### src/rtl/wifi_rx_pkg.sv
// Shared definitions for the receive depuncturer: rate codes, FSM states,
// erasure value and the puncture-pattern lookup.
package wifi_rx_pkg;

  localparam logic [1:0] RATE_1_2 = 2'b00;
  localparam logic [1:0] RATE_2_3 = 2'b01;
  localparam logic [1:0] RATE_3_4 = 2'b10;

  // Soft value substituted for a punctured bit.
  localparam int unsigned ERASE_VAL = 0;

  typedef enum logic [2:0] {
    ST_IDLE,
    ST_RD_A,
    ST_CAP_A,
    ST_RD_B,
    ST_CAP_B,
    ST_OUT
  } state_e;

  // Returns {keep_a, keep_b} for a rate and phase; reserved rate acts as 1/2.
  function automatic logic [1:0] punct_keep(input logic [1:0] rate,
                                            input logic [1:0] phase);
    logic [1:0] keep;
    keep = 2'b11;
    case (rate)
      RATE_2_3: if (phase == 2'd1) keep = 2'b10;
      RATE_3_4: begin
        if (phase == 2'd1)      keep = 2'b10;
        else if (phase == 2'd2) keep = 2'b01;
      end
      default:  keep = 2'b11;
    endcase
    return keep;
  endfunction

  // Number of pairs in one puncture period.
  function automatic logic [1:0] punct_period(input logic [1:0] rate);
    logic [1:0] per;
    case (rate)
      RATE_2_3: per = 2'd2;
      RATE_3_4: per = 2'd3;
      default:  per = 2'd1;
    endcase
    return per;
  endfunction

endpackage

### src/rtl/wifi_rx_depuncturer_fifo.sv
// Soft-symbol FIFO with registered read and synchronous flush.
// Ports: clk, reset (async active-low), flush_i, push_i/wdata_i (write),
// pop_i (read, data on rdata_o next cycle), full_o, empty_o.
// Depth MEM must equal 2**AD so the pointers wrap naturally.
module wifi_rx_depuncturer_fifo #(
  parameter int unsigned SW  = 3,
  parameter int unsigned AD  = 6,
  parameter int unsigned MEM = 64
) (
  input  logic          clk,
  input  logic          reset,
  input  logic          flush_i,
  input  logic          push_i,
  input  logic [SW-1:0] wdata_i,
  input  logic          pop_i,
  output logic [SW-1:0] rdata_o,
  output logic          full_o,
  output logic          empty_o
);

  logic [SW-1:0] mem_q [MEM];
  logic [AD-1:0] wr_ptr_q, rd_ptr_q;
  logic [AD:0]   count_q;
  logic [SW-1:0] rdata_q;
  logic          do_push, do_pop;

  assign full_o  = (count_q == (AD+1)'(MEM));
  assign empty_o = (count_q == '0);
  assign rdata_o = rdata_q;

  assign do_push = push_i && !full_o;
  assign do_pop  = pop_i && !empty_o && !flush_i;

  // RAM array: no reset, a write during flush lands at address 0.
  always_ff @(posedge clk) begin
    if (do_push) mem_q[flush_i ? '0 : wr_ptr_q] <= wdata_i;
  end

  // Pointers, occupancy and registered read port.
  always_ff @(posedge clk or negedge reset) begin
    if (!reset) begin
      wr_ptr_q <= '0;
      rd_ptr_q <= '0;
      count_q  <= '0;
      rdata_q  <= '0;
    end else if (flush_i) begin
      rd_ptr_q <= '0;
      wr_ptr_q <= do_push ? AD'(1) : '0;
      count_q  <= do_push ? (AD+1)'(1) : '0;
    end else begin
      if (do_push) wr_ptr_q <= wr_ptr_q + AD'(1);
      if (do_pop) begin
        rd_ptr_q <= rd_ptr_q + AD'(1);
        rdata_q  <= mem_q[rd_ptr_q];
      end
      case ({do_push, do_pop})
        2'b10:   count_q <= count_q + (AD+1)'(1);
        2'b01:   count_q <= count_q - (AD+1)'(1);
        default: count_q <= count_q;
      endcase
    end
  end

endmodule

### src/rtl/wifi_rx_depuncturer.sv
// Receive depuncturer: buffers soft symbols and emits (A,B) pairs with
// erasures re-inserted for 802.11a rates 1/2, 2/3 and 3/4.
// Ports: clk, reset (async active-low), start/rate (frame setup),
// valid_in/data_in/in_ready (symbol input), out_ready/valid_out/data_a/
// data_b/erase_a/erase_b (pair output).
// Optional macro WIFI_RX_DEPUNCT_COUNT_EN adds pair_count[15:0], a saturating
// count of output handshakes since reset or start.
module wifi_rx_depuncturer
  import wifi_rx_pkg::*;
#(
  parameter int unsigned SW  = 3,
  parameter int unsigned AD  = 6,
  parameter int unsigned MEM = 64
) (
  input  logic                 clk,
  input  logic                 reset,
  input  logic                 start,
  input  logic [1:0]           rate,
  input  logic                 valid_in,
  input  logic signed [SW-1:0] data_in,
  output logic                 in_ready,
  input  logic                 out_ready,
  output logic                 valid_out,
  output logic signed [SW-1:0] data_a,
  output logic signed [SW-1:0] data_b,
  output logic                 erase_a,
  output logic                 erase_b
`ifdef WIFI_RX_DEPUNCT_COUNT_EN
  ,
  output logic [15:0]          pair_count
`endif
);

  state_e               state_q, state_d;
  logic [1:0]           phase_q, phase_d;
  logic [1:0]           rate_q, rate_d;
  logic                 valid_q, valid_d;
  logic signed [SW-1:0] data_a_q, data_a_d, data_b_q, data_b_d;
  logic                 erase_a_q, erase_a_d, erase_b_q, erase_b_d;
  logic                 pop_c;
  logic [SW-1:0]        fifo_rdata;
  logic                 fifo_full, fifo_empty;
  logic [1:0]           keep_c;
  logic [1:0]           period_c;

  wifi_rx_depuncturer_fifo #(.SW(SW), .AD(AD), .MEM(MEM)) u_fifo (
    .clk     (clk),
    .reset   (reset),
    .flush_i (start),
    .push_i  (valid_in),
    .wdata_i (data_in),
    .pop_i   (pop_c),
    .rdata_o (fifo_rdata),
    .full_o  (fifo_full),
    .empty_o (fifo_empty)
  );

  assign in_ready  = !fifo_full;
  assign valid_out = valid_q;
  assign data_a    = data_a_q;
  assign data_b    = data_b_q;
  assign erase_a   = erase_a_q;
  assign erase_b   = erase_b_q;

  assign keep_c   = punct_keep(rate_q, phase_q);
  assign period_c = punct_period(rate_q);

  // Next-state and output logic; start overrides every state.
  always_comb begin
    state_d   = state_q;
    phase_d   = phase_q;
    rate_d    = rate_q;
    valid_d   = valid_q;
    data_a_d  = data_a_q;
    data_b_d  = data_b_q;
    erase_a_d = erase_a_q;
    erase_b_d = erase_b_q;
    pop_c     = 1'b0;
    if (start) begin
      state_d = ST_RD_A;
      phase_d = 2'd0;
      valid_d = 1'b0;
      rate_d  = rate;
    end else begin
      case (state_q)
        ST_IDLE: state_d = ST_IDLE;
        ST_RD_A: begin
          if (!keep_c[1]) begin
            erase_a_d = 1'b1;
            data_a_d  = SW'(ERASE_VAL);
            state_d   = ST_RD_B;
          end else if (!fifo_empty) begin
            pop_c   = 1'b1;
            state_d = ST_CAP_A;
          end
        end
        ST_CAP_A: begin
          data_a_d  = fifo_rdata;
          erase_a_d = 1'b0;
          state_d   = ST_RD_B;
        end
        ST_RD_B: begin
          if (!keep_c[0]) begin
            erase_b_d = 1'b1;
            data_b_d  = SW'(ERASE_VAL);
            valid_d   = 1'b1;
            state_d   = ST_OUT;
          end else if (!fifo_empty) begin
            pop_c   = 1'b1;
            state_d = ST_CAP_B;
          end
        end
        ST_CAP_B: begin
          data_b_d  = fifo_rdata;
          erase_b_d = 1'b0;
          valid_d   = 1'b1;
          state_d   = ST_OUT;
        end
        ST_OUT: begin
          if (out_ready) begin
            valid_d = 1'b0;
            phase_d = (phase_q + 2'd1 == period_c) ? 2'd0 : phase_q + 2'd1;
            state_d = ST_RD_A;
          end
        end
        default: state_d = ST_IDLE;
      endcase
    end
  end

  // State and output registers.
  always_ff @(posedge clk or negedge reset) begin
    if (!reset) begin
      state_q   <= ST_IDLE;
      phase_q   <= 2'd0;
      rate_q    <= RATE_1_2;
      valid_q   <= 1'b0;
      data_a_q  <= '0;
      data_b_q  <= '0;
      erase_a_q <= 1'b0;
      erase_b_q <= 1'b0;
    end else begin
      state_q   <= state_d;
      phase_q   <= phase_d;
      rate_q    <= rate_d;
      valid_q   <= valid_d;
      data_a_q  <= data_a_d;
      data_b_q  <= data_b_d;
      erase_a_q <= erase_a_d;
      erase_b_q <= erase_b_d;
    end
  end

`ifdef WIFI_RX_DEPUNCT_COUNT_EN
  logic [15:0] cnt_q, cnt_d;

  // Saturating handshake counter.
  always_comb begin
    cnt_d = cnt_q;
    if (start) cnt_d = 16'd0;
    else if (valid_q && out_ready && (cnt_q != 16'hFFFF)) cnt_d = cnt_q + 16'd1;
  end

  always_ff @(posedge clk or negedge reset) begin
    if (!reset) cnt_q <= 16'd0;
    else        cnt_q <= cnt_d;
  end

  assign pair_count = cnt_q;
`endif

endmodule

### config.mk
export PLATFORM = sky130hd
export DESIGN_NAME = wifi_rx_depuncturer
export DESIGN_NICKNAME = d
export VERILOG_FILES = /design/src/rtl/wifi_rx_pkg.sv /design/src/rtl/wifi_rx_depuncturer_fifo.sv /design/src/rtl/wifi_rx_depuncturer.sv
export SDC_FILE = /design/constraint.sdc
export NUM_CORES = 1
export LEC_CHECK = 0
export BUFFER_PORTS_ARGS = -buffer_cell sky130_fd_sc_hd__buf_2
export CAP_MARGIN = 10
export CELL_PAD_IN_SITES_DETAIL_PLACEMENT = 0
export CELL_PAD_IN_SITES_GLOBAL_PLACEMENT = 1
export CORE_MARGIN = 5
export CORE_UTILIZATION = 48
export CTS_CLUSTER_DIAMETER = 150
export DETAILED_ROUTE_END_ITERATION = 7
export PLACE_DENSITY = 0.74
export SETUP_SLACK_MARGIN = 0.02
export SYNTH_ARGS = -nofsm -noshare
export SYNTH_HDL_FRONTEND = slang
export SYNTH_HIERARCHICAL = 1
export SYNTH_SLANG_ARGS = --single-unit
### constraint.sdc
create_clock -name clk -period 3.65 [get_ports clk]
set_input_delay 0.365 -clock clk [delete_from_list [all_inputs] [get_ports clk]]
set_output_delay 0.365 -clock clk [all_outputs]
set_load 0.005 [all_outputs]
# Word level (Yosys, flattened, before mapping)
# Memory sizes are Yosys's and may differ from the RTL's. A register that Yosys moved wholly into a read port is not among the register bits.
# Index checks and enable logic that the tools add are counted.
[totals]
ff_bits = 35
mem_bits_rw = 192
inputBits = 10
output_inout_bits = 10
elab_cells = 102
n_memories = 1
[mem_list]
columns = ["name", "depth", "width", "read_ports", "rd_ports_with_merged_regs", "write_ports", "line", "rtl"]
rows = [
  ["u_fifo.mem_q", 64, 3, 1, 1, 1, "wifi_rx_depuncturer_fifo.sv:21", "logic [SW-1:0] mem_q [MEM];"],
]
[classes]
add_sub_neg = 5
eq_ne = 19
mux = 43
bitwise = 1
reduce_logical = 22
[op_table]
columns = ["cell", "n"]
rows = [
  ["6-bit two-way mux", 5],
  ["3-bit two-way mux", 8],
  ["3-bit case mux with 5 select lines", 1],
  ["7-bit case mux with 2 select lines", 1],
  ["1-bit two-way mux", 13],
  ["6-bit by 1-bit adder with 6-bit output (second input constant)", 2],
  ["2-bit two-way mux", 6],
  ["3-bit case mux with 2 select lines", 2],
  ["3-bit AND reduction", 4],
  ["2-bit nonzero test", 6],
  ["4-bit != test (second input constant)", 2],
  ["2-bit case mux with 2 select lines", 2],
  ["7-bit by 1-bit adder with 7-bit output (second input constant)", 1],
  ["7-bit == test (second input constant)", 1],
  ["7-bit logical NOT", 1],
  ["7-bit two-way mux", 1],
  ["7-bit by 1-bit subtractor with 7-bit output (second input constant)", 1],
  ["2-bit by 1-bit == test with 1-bit output (second input constant)", 3],
  ["2-bit == test (second input constant)", 3],
  ["3-bit by 2-bit == test with 1-bit output (second input constant)", 2],
  ["3-bit == test (second input constant)", 2],
  ["3-bit != test (second input constant)", 2],
  ["1-bit case mux with 2 select lines", 3],
  ["1-bit logical NOT", 4],
  ["10 further kinds", 14],
]

# Longest topological paths before layout
# Gate-level depths: netlist of the first run.
[logic_depth]
word_depth = 12
ltp_mapped = 17
depth_no_buf = 16

# By module
# Netlist of the first run, hierarchy kept.
[by_module_without_submodules]
columns = ["mod", "n_inst", "cells_each", "area_per_inst_um2", "seq_area_each_um2"]
rows = [
  ["wifi_rx_depuncturer_fifo", 1, 577, 9024.9, 6316.1],
  ["wifi_rx_depuncturer", 1, 103, 983.4, 400.4],
]

# Least setup slack after synthesis of the first run
# No wires, ideal clock.
[synth_timing]
path_type = "register to register"
start = "register rate_q[0]"
end = "register u_fifo.count_q[6]"
setup_time_ps = 132
arrival_ps = 3259
required_ps = 3518
slack_ps = 260
stages_incl_launch_ff = 17
path_buffers = 1
synth_period_minus_slack_ps = 3390
cell_sequence = "dfrtp_1 inv_1 ha_1 or3_1 o2111ai_1 nor2_1 o41a_1 buf_6 nand2_1 nor2_1 fa_1 a21o_1 a21oi_1 o21ai_0 mux2i_1 xnor2_1 nor2_1"
[synth_between]
elab_chain_len = 10
elab_cells_between_ends = 14
cone_classes = "eq/ne (4); mux (7); reduce/logical (3)"
[synth_lines]
columns = ["element", "line", "rtl"]
rows = [
  ["start: declaration", "wifi_rx_depuncturer.sv:36", "logic [1:0] rate_q, rate_d;"],
  ["start signal: assignment", "wifi_rx_depuncturer.sv:145", "rate_q <= rate_d;"],
  ["2-bit == test or 2-bit by 1-bit == test with 1-bit output (tied branches)", "wifi_rx_pkg.sv:26", "case (rate)"],
  ["2-bit case mux with 2 select lines *", "wifi_rx_pkg.sv:26", ""],
  ["1-bit two-way mux, on equally long branches", "wifi_rx_depuncturer.sv:103, wifi_rx_depuncturer.sv:88", ""],
  ["1-bit case mux with 2 select lines *", "wifi_rx_depuncturer.sv:85", "case (state_q)"],
  ["1-bit two-way mux *", "wifi_rx_depuncturer.sv:79", "if (start) begin"],
  ["named net pop_c", "wifi_rx_depuncturer.sv:40", "logic pop_c;"],
  ["1-bit logical AND * (2 in a row)", "wifi_rx_depuncturer_fifo.sv:32", "assign do_pop = pop_i && !empty_o && !flush_i;"],
  ["2-bit by 1-bit == test with 1-bit output or 2-bit == test (tied branches)", "wifi_rx_depuncturer_fifo.sv:56", "case ({do_push, do_pop})"],
  ["7-bit case mux with 2 select lines", "wifi_rx_depuncturer_fifo.sv:56", ""],
  ["7-bit two-way mux", "wifi_rx_depuncturer_fifo.sv:46", "end else if (flush_i) begin"],
  ["end signal: assignment", "wifi_rx_depuncturer_fifo.sv:49", "count_q <= do_push ? (AD+1)'(1) : '0;"],
  ["end signal: assignment", "wifi_rx_depuncturer_fifo.sv:57", "2'b10: count_q <= count_q + (AD+1)'(1);"],
  ["end signal: assignment", "wifi_rx_depuncturer_fifo.sv:58", "2'b01: count_q <= count_q - (AD+1)'(1);"],
  ["end: declaration", "wifi_rx_depuncturer_fifo.sv:23", "logic [AD:0] count_q;"],
]
# The timed path passes the listed nets; every way through them passes the cells marked *.
# A chain may end at the register's enable or synchronous reset.

# Final worst setup path of the first run
# Same ends and word-level chain as after synthesis.

==> results.yml, run 1 <==
clock_network:
  clkTransAtPathRegs_ns: 0.06
  cts_tree: "done"
  cts_buffers: 24
  clock-sinks: 230
  clock_latency_ns: 0.51
  clockBufferDepth: 3
  post_cts_buffers: 0
  root_buffer: "clkbuf_16"
  htree_levels: 1
place:
  dpl-instance-area_um2: 10400
  dpl.hpwl_um: 13100
  numPortBuffers: 19
  gp_congestion: 0.792
layout:
  area_growth_pct: 11.3
  diodes: 0
  final_layout_size_suffix_gt1_share_pct: 14.8
  stdcell_area_um2: 11100
  fin_nets: 724
grt:
  grt_overflow_total: 0
  grt_pass1_vias: 5894
  grt_usage_pct: 17.4
  antenna_found_initial: 0
  grt_first_pass_wirelength_um: 32700
  grt_max_degree: 65
synthesis:
  synth_edf_count: 192
  syn-num-nets: 703
  avgSynthCellArea_um2: 14.7
  yosysWarnings: 6
  synth_most_common_cell: "edfxtp_1"
  ys_top_cells_by_count: "edfxtp_1, nor2_1, mux2i_1"
  ys_ff_latch: 230
  yosysTopAreaCell: "edfxtp_1"
  synthFlopType: "edfxtp_1"
  synth_cell_types: 64
  async_flop_share_pct: 16.5
  synth_top_area_share_pct: 57.6
  synth-seq-area-share_pct: 67.1
  netlist_instances: 680
  synth_area_um2: 10000
  synth.area.top_cells: "edfxtp_1, dfrtp_1, mux2i_1"
worst_setup_path:
  cp-start-kind: "register"
  reg2reg_from: "rate_q[0]"
  critPathCaptureType: "register"
  path_cells: "inv_1 > ha_1 > or3_1 > o2111ai_2 > nor2_1 > o41a_1 > nand2_1 > nor2_4 > fa_1 > a21o_1 > a21oi_1 > o21ai_0 > mux2i_1 > xnor2_1 > nor2_1"
  cp.required_ns: 4.02
  worstSetupStartpoint: "rate_q[0]"
  path_common_cell: "nor2_1"
  cp_top_family: "compound AO/OA/AOI/OAI gates"
  cp.buffers_inverters: 1
  cp_slowest_cell: "or3_1"
  max_stage_delay_ns: 0.45
  arrival_ns: 3.80
  worstSetupPathType: "reg -> reg"
  cp_max_fo: 7
power_and_ir_drop:
  clkPwrFrac_pct: 34.4
  ir_drop_mv: 0.371
  power_frac_seq_pct: 47.6
  p_sw_mw: 1.75
  powerDensity_nw_per_um2: 601
  power.leakage_nw: 3.77
  combPwrFrac_pct: 18.0
  power_report.internal_total_mw: 4.95
  switching_share_pct: 26.2
sta:
  finalSetupViolations: 0
  period_share_pct: 93.8
  slew_violations: 0
  min_period_ns: 3.42
  worst_pin_slew_ns: 1.19
  rsz0062_at_grt: "false"
  fmax_mhz: 292
  hold_viol: 0
  tns_ns: 0
  clock_skew_ns: 0.00884
  relSlewSlack_pct: 20.6
route:
  viasPerCell: 5.77
  wl_per_cell_um: 21.0
  drc: 0
  first_pass_iters: 5
  finalWirelength_um: 20700
  ant_nets: 0
  drtIter0Drc: 345
  via_count: 5696
floorplanning:
  rows: 52
  core_um2: 20400
  fp.dieW_um: 154
  die-area_um2: 23800
  ios: 20
  die_h_um: 154
  initial_core_util_pct: 49.1
job:
  maxCapViolCount: 0
min_path:
  hold_start: "rate[0]"
  hold_path_class: "in -> reg"
status:
  status: "complete, no violations"
[cells by family (layout without fill, tap and decap cells)]
| group | count (synthesis) | in the layout | share of synthesized area, % |
|---|---|---|---|
| flip-flops | 230 | 230 | 67.1 |
| AND/OR/NAND/NOR | 185 | 185 | 9.05 |
| AO/OA/AOI/OAI | 105 | 105 | 7.48 |
| multiplexers | 78 | 78 | 10.8 |
| buffers and inverters | 53 | 90 | 2.46 |
| XOR/XNOR | 16 | 16 | 1.40 |
| adder cells (fa/ha/maj) | 13 | 13 | 1.70 |
[cell type report]
| type | count | area [µm²] |
|---|---|---|
| fill | 1614 | 9220 |
| sequential | 230 | 6720 |
| multi-input combinational | 397 | 3070 |
| clock buffer | 29 | 641 |
| tap | 270 | 338 |
| timing repair buffer | 30 | 193 |
| clock inverter | 13 | 113 |
| inverter | 18 | 67.6 |
[through the flow]
stage,hold slack (ns),cells,setup WS [ns],total power [mW],utilization [%]
floorplan,0.0694,680,0.260,4.13,-
global placement,0.458,944,0.213,4.41,50.8
detailed placement,0.468,944,0.0439,4.45,50.8
CTS,0.0728,987,0.0309,6.76,54.6
global route,0.0682,987,0.00347,7.01,54.7
finish,0.0909,987,0.225,6.70,54.7
[path summary, 6_finish.rpt]
kind / cells past startpoint / endpoint / slack (ns)
hold / removal: 3 / rate_q[0] / 0.09
setup reg to reg: 15 / u_fifo/count_q[6] / 0.23
min in group asynchronous: 2 / u_fifo/count_q[3] / 0.51
setup / recovery: 15 / u_fifo/count_q[6] / 0.23
max in group asynchronous: 2 / u_fifo/rd_ptr_q[0] / 2.52
hold reg to reg: 1 / data_a[0] / 0.48
[power groups by stage]
stage	combinational [mW]	clock (mW)	sequential, mW
after floorplan	1.04	0	3.09
after global placement	1.18	0	3.23
after detailed placement	1.20	0	3.25
after CTS	1.21	2.36	3.19
after global routing	1.32	2.47	3.22
final	1.21	2.30	3.19
[worst reg2reg max path: cells and delay by family (launching register included)]
family                     cells  cell delay, ns
buffers and inverters          1            0.07
muxes                          1            0.20
AOI/OAI and AO/OA              5            0.92
xor gates and xnor gates       1            0.13
and+or+nand+nor                5            0.82
DFF                            1            0.37
adders and majority gates      2            0.79
[per-layer routing]
| metal | track usage, % | up-vias | wire length [µm] |
|---|---|---|---|
| met5 | 0 | - | 0 |
| met4 | 6.01 | 0 | 539 |
| met3 | 2.46 | 36 | 1090 |
| met2 | 29.2 | 170 | 10200 |
| met1 | 23.4 | 2868 | 8830 |
| li1 | - | 2622 | - |
[registers in the layout, summed over array words and instances, names as in the netlist]
| signal | flops |
|---|---|
| u_fifo/wr_ptr_q | 6 |
| u_fifo/mem_q | 192 |
| erase_a | 1 |
| data_b | 3 |
| erase_b | 1 |
| state_q | 3 |
| u_fifo/count_q | 7 |
| rate_q | 2 |
| valid_out | 1 |
| phase_q | 2 |
| data_a | 3 |
| u_fifo/rd_ptr_q | 6 |
| u_fifo/rdata_o | 3 |
[cells in the final DEF, fill, tap and decap left out, types with 3 or more instances in the layout]
cell / Yosys / routed
nand4_1: 4 / 4
a22oi_1: 30 / 30
o21bai_1: 3 / 3
buf_2: 11 / 19
xor2_1: 9 / 9
a21o_1: 5 / 5
mux2i_1: 54 / 54
a22o_1: 3 / 3
a21oi_1: 21 / 20
nor3_1: 6 / 6
a211oi_1: 3 / 3
nor2_1: 92 / 91
clkbuf_16: 0 / 25
a2111oi_0: 3 / 3
edfxtp_1: 192 / 192
o21ai_0: 10 / 10
mux4_2: 24 / 24
o31ai_1: 4 / 4
buf_4: 1 / 9
nor2b_1: 9 / 9
clkinv_1: 0 / 7
or3_1: 3 / 3
xnor2_1: 7 / 7
nand2_1: 37 / 37
inv_1: 18 / 18
ha_1: 12 / 12
o22ai_1: 3 / 3
nor4_1: 3 / 3
o21ai_1: 6 / 6
nor4b_1: 3 / 3
dfrtp_1: 38 / 37
clkbuf_1: 18 / 4
nand3_1: 5 / 5
[repair_timing]
action	CTS	global route
hold buffers	1	0
endpoints found under the setup margin	0	2
endpoints found under the hold margin	38	0
resized for setup	0	5
No activity file was read; power rests on OpenSTA's default activity.
==> run 2: changes to the inputs <==
--- a/config.mk
+++ b/config.mk
@@ -13,9 +13,9 @@
 export CORE_UTILIZATION = 48
 export CTS_CLUSTER_DIAMETER = 150
 export DETAILED_ROUTE_END_ITERATION = 7
-export PLACE_DENSITY = 0.74
+export PLACE_DENSITY = 0.73
+export REMOVE_ABC_BUFFERS = 1
 export SETUP_SLACK_MARGIN = 0.02
 export SYNTH_ARGS = -nofsm -noshare
 export SYNTH_HDL_FRONTEND = slang
-export SYNTH_HIERARCHICAL = 1
 export SYNTH_SLANG_ARGS = --single-unit
==> constraint.sdc (replaced) <==
create_clock -name clk -period 3.65 [get_ports clk]
set_input_delay 0.1825 -clock clk [delete_from_list [all_inputs] [get_ports clk]]
set_output_delay 0.1825 -clock clk [all_outputs]
set_load 0.005 [all_outputs]
==> run 2 against run 1 <==
Global-route usage grew 0.71 points. Wire length grew 1.4%. Cell count shrank 2.5%. Register-to-register slack is essentially flat. Clock power grew 2%. Sequential share of layout area grew 0.50 points. Clock skew grew 0.015 ns. Design area shrank 0.81%. Sequential power grew 2%. Fmax is essentially flat. Synthesized area shrank 1.8%.
==> results.yml, run 2 <==
status:
  status: "complete, no violations"
synthesis:
  synth.area.top_cells: "edfxtp_1, mux4_2, dfrtp_1"
  synth_simple_gate_area_share_pct: 9.39
  synth-adder-area-share_pct: 1.73
  synth_edf_count: 192
  synth-seq-area-share_pct: 68.4
  ys_ff_latch: 230
  yosysWarnings: 0
  synth_most_common_cell: "edfxtp_1"
  synth_area_um2: 9820
  yosysTopAreaCell: "edfxtp_1"
  yosys.area_share.xor_xnor_pct: 1.25
  netlist_instances: 645
  async_flop_share_pct: 16.5
  synth_top_area_share_pct: 58.7
  avgSynthCellArea_um2: 15.2
  synth.area.mux_share_pct: 11.9
  synth_cell_types: 57
  synthFlopType: "edfxtp_1"
  ys_top_cells_by_count: "edfxtp_1, nor2_1, nand2_1"
  synth_top_family_by_area: "multiplexers"
  synth_compound_area_share_pct: 5.39
worst_setup_path:
  path_cells: "or4_4 > or4b_4 > nand2_1 > nand2_1 > inv_1 > ha_4 > nor2b_1 > o21ai_1 > a21oi_1 > or4_4 > o21a_1 > o311ai_1"
  cp.buffers_inverters: 1
  cp_top_family: "simple AND/OR/NAND/NOR gates"
  max_stage_delay_ns: 0.55
  cp.required_ns: 4.06
  critPathCaptureType: "register"
  cp_slowest_cell: "or4_4"
  worstSetupPathType: "reg -> reg"
  cp_max_fo: 6
  arrival_ns: 3.83
  cp-start-kind: "register"
sta:
  min_period_ns: 3.42
  hold_viol: 0
  fmax_mhz: 292
  worst_pin_slew_ns: 1.16
  finalSetupViolations: 0
  rsz0062_at_grt: "false"
  clock_skew_ns: 0.0238
  period_share_pct: 93.7
  relSlewSlack_pct: 22.9
  slew_violations: 0
floorplanning:
  die-area_um2: 23400
  rows: 52
  core_um2: 20200
  die_h_um: 153
  initial_core_util_pct: 48.7
  fp.dieW_um: 153
  ios: 20
layout:
  stdcell_area_um2: 11100
  fin_nets: 698
  final_common_cell: "edfxtp_1"
  final_layout_size_suffix_gt1_share_pct: 19.1
  area_growth_pct: 12.5
  diodes: 0
  layout_common_cells: "edfxtp_1, nor2_1, nand2_1"
  largest_register_ff_count: 192
  regMostFlops: "u_fifo.mem_q"
  final_core_util_pct: 54.8
  reg_top3: "u_fifo.mem_q (192), u_fifo.count_q (7)"
job:
  maxCapViolCount: 0
route:
  ant_nets: 0
  viasPerCell: 5.74
  drc: 0
  wl_per_cell_um: 21.8
  drtIter0Drc: 356
  finalWirelength_um: 21000
  via_count: 5525
  first_pass_iters: 6
place:
  dpl-instance-area_um2: 10200
  gp_congestion: 0.833
  dpl.hpwl_um: 13400
  numPortBuffers: 19
clock_network:
  clkTransAtPathRegs_ns: 0.06
  clock-sinks: 230
  clockBufferDepth: 3
  htree_levels: 1
  root_buffer: "clkbuf_16"
  cts_tree: "done"
  clock_latency_ns: 0.52
  cts_buffers: 24
grt:
  grt_overflow_total: 0
  grt_pass1_vias: 5830
  grt_max_degree: 65
  grtUsageMet3_pct: 3.42
  grt_first_pass_wirelength_um: 33200
  grt_use_met2_pct: 29.4
  met1_usage_pct: 25.2
  antenna_found_initial: 0
  top_usage_layer: "met2"
  grt_usage_pct: 18.1
power_and_ir_drop:
  switching_share_pct: 27.8
  power_report.internal_total_mw: 5.05
  clkPwrFrac_pct: 33.4
  power.leakage_nw: 3.69
  combPwrFrac_pct: 20.3
  ir_drop_mv: 0.330
  powerDensity_nw_per_um2: 633
  p_sw_mw: 1.95
  power_frac_seq_pct: 46.3
min_path:
  hold_path_class: "in -> reg"
-- run 2: cell count changes after synthesis, sizes merged, moves of 8 or more --
cell / previous run / this run
o21ai: 16 / 27
a21oi: 21 / 9
buf: 17 / 8
mux2i: 54 / 7
nand3: 6 / 14
a22oi: 30 / 2
o22ai: 3 / 12
nand2: 37 / 52
mux4: 24 / 47
-- run 2: cells by family after synthesis --
kind of cell	Yosys count
multiplexers	58
AO/OA/AOI/OAI	81
adder cells (fa/ha/maj)	13
AND/OR/NAND/NOR	202
flip-flops	230
XOR/XNOR	14
buffers and inverters	47
-- run 2: tightest hold or removal path: cells and delay by family --
kind	cells	cell delay, ns
AND/OR/NAND/NOR	3	0.24
buffers and inverters	1	0.09
-- run 2: area by class of cell --
| cell class | instances | area, µm² |
|---|---|---|
| inverter | 17 | 63.8 |
| sequential | 230 | 6720 |
| multi-input combinational | 368 | 2940 |
| clock buffer | 25 | 604 |
| tap | 270 | 338 |
| timing repair buffer | 34 | 228 |
| clock inverter | 18 | 153 |
| fill | 1620 | 9120 |
-- run 2: power groups by stage --
stage                     registers (mW)  clock network, mW  logic (mW)
after floorplan                     3.27                  0       0.937
after global placement              3.28                  0        1.39
after detailed placement            3.29                  0        1.42
after CTS                           3.24               2.38        1.42
after global routing                3.27               2.49        1.56
final                               3.24               2.34        1.42
-- run 2: worst paths after layout --
| check | start | to | slack (ns) | cells after the start |
|---|---|---|---|---|
| setup / recovery | u_fifo.count_q[1] | u_fifo.count_q[6] | 0.23 | 12 |
| hold / removal | out_ready | state_q[2] | 0.04 | 4 |
| setup reg to reg | u_fifo.count_q[1] | u_fifo.count_q[6] | 0.23 | 12 |
| hold reg to reg | erase_a | erase_a | 0.48 | 2 |
| max in group asynchronous | reset | u_fifo.rd_ptr_q[0] | 2.66 | 2 |
| min in group asynchronous | reset | erase_a | 0.33 | 2 |
-- run 2: timing repair --
item                                   CTS  global route
endpoints found under the hold margin   40             0
hold buffers                             3             0
resized for setup                        1             3
setup endpoints to repair                1             1
pin swaps                                0             0
buffers inserted                         0             0
-- run 2: per-stage QoR --
stage | std cells | TNS, ns | hold WS (ns) | setup WS [ns] | total power, mW
floorplan | 615 | -0.431 | -0.113 | -0.369 | 4.21
global placement | 916 | 0 | 0.345 | 0.144 | 4.67
detailed placement | 916 | -0.000915 | 0.347 | -0.000915 | 4.71
CTS | 962 | 0 | 0.0199 | 0.0638 | 7.04
global route | 962 | 0 | 0.0613 | 0.0706 | 7.32
finish | 962 | 0 | 0.0368 | 0.229 | 6.99
-- run 2: layer usage --
metal  share of wire (%)  wire, µm  up-vias
li1                    -         -     2542
met1                  43      9030     2781
met2                  49     10200      167
met3                 6.3      1320       35
met4                 2.2       460        0
met5                   0         0        -
==> run 3: changes to the inputs <==
--- a/config.mk
+++ b/config.mk
@@ -5,15 +5,16 @@
 export SDC_FILE = /design/constraint.sdc
 export NUM_CORES = 1
 export LEC_CHECK = 0
+export ABC_AREA = 0
 export BUFFER_PORTS_ARGS = -buffer_cell sky130_fd_sc_hd__buf_2
 export CAP_MARGIN = 10
 export CELL_PAD_IN_SITES_DETAIL_PLACEMENT = 0
 export CELL_PAD_IN_SITES_GLOBAL_PLACEMENT = 1
 export CORE_MARGIN = 5
-export CORE_UTILIZATION = 48
+export CORE_UTILIZATION = 57
 export CTS_CLUSTER_DIAMETER = 150
 export DETAILED_ROUTE_END_ITERATION = 7
-export PLACE_DENSITY = 0.73
+export PLACE_DENSITY = 0.82
 export REMOVE_ABC_BUFFERS = 1
 export SETUP_SLACK_MARGIN = 0.02
 export SYNTH_ARGS = -nofsm -noshare
==> constraint.sdc (replaced) <==
create_clock -name clk -period 4.26 [get_ports clk]
set_input_delay 0.213 -clock clk [delete_from_list [all_inputs] [get_ports clk]]
set_output_delay 0.213 -clock clk [all_outputs]
set_load 0.005 [all_outputs]
==> run 3 against run 2 <==
Design area decreased by 0.22%. Sequential share of layout area increased by 0.13 points. Critical path depth increased by 2. Wire length increased by 0.70%. Fmax decreased by 11%. Hold slack improved by 0.027 ns. Global-route usage increased by 3.8 points. Via count increased by 3.2%. Utilization increased by 9.6 points. Die area decreased by 15%. Cell count decreased by 5.2%. Sequential cell count unchanged.
==> results.yml, run 3 (synthesized netlist as in run 2, its figures left out) <==
status:
  status: "complete, no violations"
clock_network:
  clkTransAtPathRegs_ns: 0.07
  post_cts_resized: 0
  clock-sinks: 230
  clock_latency_ns: 0.52
  cts_buffers: 24
  htree_levels: 1
  cts_hold_buf: 3
  cts_tree: "done"
  post_cts_buffers: 0
  clockBufferDepth: 3
  root_buffer: "clkbuf_16"
floorplanning:
  die-area_um2: 20000
  core_um2: 17100
  rows: 48
  ios: 20
  fp.dieW_um: 141
  initial_core_util_pct: 57.4
  die_h_um: 141
layout:
  final_core_util_pct: 64.4
  reg_top3: "u_fifo.mem_q (192), u_fifo.count_q (7)"
  ff_latch_area_um2: 6720
  multi_input_area_um2: 2920
  diodes: 0
  layout_common_cells: "edfxtp_1, nor2_1, nand2_1"
  fillerInstances: 1189
  final_common_cell: "edfxtp_1"
  final_layout_size_suffix_gt1_share_pct: 18.2
  area_growth_pct: 12.2
  fin_nets: 693
  regMostFlops: "u_fifo.mem_q"
  largest_register_ff_count: 192
sta:
  slew_violations: 0
  period_share_pct: 90.5
  relSlewSlack_pct: 23.1
  worst_pin_slew_ns: 1.15
  finalSetupViolations: 0
  rsz0062_at_grt: "false"
  hold_viol: 0
  min_period_ns: 3.85
  tns_ns: 0
  clock_skew_ns: 0.0115
  fmax_mhz: 259
worst_setup_path:
  worstSetupPathType: "reg -> reg"
  arrival_ns: 4.27
  critPathCaptureType: "register"
  cp-start-kind: "register"
  cp.required_ns: 4.67
  cp_max_fo: 6
grt:
  grt_first_pass_wirelength_um: 33600
  grt_max_degree: 65
  grt_usage_pct: 21.9
  grt_overflow_total: 0
  antenna_found_initial: 0
  grt_pass1_vias: 5879
power_and_ir_drop:
  p_sw_mw: 1.68
  ir_drop_mv: 0.372
  power.leakage_nw: 3.70
  combPwrFrac_pct: 18.7
  powerDensity_nw_per_um2: 561
  switching_share_pct: 27.2
  power_report.internal_total_mw: 4.51
  clkPwrFrac_pct: 36.0
  power_frac_seq_pct: 45.4
route:
  viasPerCell: 6.25
  drc: 0
  ant_nets: 0
  first_pass_iters: 5
  wl_per_cell_um: 23.2
  drtIter0Drc: 413
  via_count: 5703
  finalWirelength_um: 21100
min_path:
  hold_path_class: "in -> reg"
place:
  dpl.hpwl_um: 13200
  numPortBuffers: 19
  gp_congestion: 0.857
job:
  maxCapViolCount: 0
[run 3: final cells by class]
cell class	count	area share (%)
Clock buffer	31	6.46
Clock inverter	12	1.34
Inverter	17	0.579
Multi-Input combinational cell	368	26.5
Sequential cell	230	61.0
Tap cell	225	2.55
Timing Repair Buffer	29	1.61
[run 3: metal layers]
layer	global-route usage [%]	vias up	wire length [µm]	part of all wire, %
met3	3.40	33	1280	6.1
met4	6.12	0	492	2.3
met5	0	-	0	0
li1	-	2533	-	-
met1	29.6	2949	8640	41
met2	37.5	188	10700	51
[run 3: metrics by stage]
stage | total power [mW] | worst slack, ns | cell area (µm²) | std cells | hold WS (ns)
3_5_place_dp | 4.00 | 0.469 | 10100 | 866 | 0.378
2_1_floorplan | 3.61 | 0.241 | 9700 | 615 | -0.0826
5_1_grt | 6.46 | 0.186 | 11000 | 912 | 0.0919
6_report | 6.19 | 0.406 | 11000 | 912 | 0.0643
3_3_place_gp | 3.97 | 0.564 | 10100 | 866 | 0.363
4_1_cts | 6.22 | 0.436 | 11000 | 912 | 0.0538
[run 3: power groups by stage]
stage	registers, mW	logic (mW)	clock network (mW)
after global placement	2.85	1.12	0
after floorplan	2.80	0.803	0
after global routing	2.84	1.26	2.36
after detailed placement	2.86	1.15	0
final	2.81	1.15	2.23
after CTS	2.81	1.16	2.25
[run 3: critical path: stages (launching register included)]
cell and delay (ns):
dfrtp_1 0.39, inv_1 0.07, ha_1 0.36, or2_2 0.31, o311ai_0 0.58, nor3_2 0.11
nand2_1 0.13, inv_1 0.12, ha_1 0.34, nor2b_1 0.15, o21ai_0 0.23, a21oi_1 0.14
or4_4 0.50, o21a_1 0.12, o311ai_1 0.21
[run 3: path summary, 6_finish.rpt]
check	to	slack, ns	cells past startpoint	start
max in group asynchronous	u_fifo.rd_ptr_q[0]	3.25	2	reset
min	state_q[2]	0.06	4	out_ready
min reg2reg	data_a[2]	0.48	2	data_a[2]
max reg2reg	u_fifo.count_q[6]	0.41	14	rate_q[0]
max	u_fifo.count_q[6]	0.41	14	rate_q[0]
min in group asynchronous	u_fifo.count_q[3]	0.36	2	reset
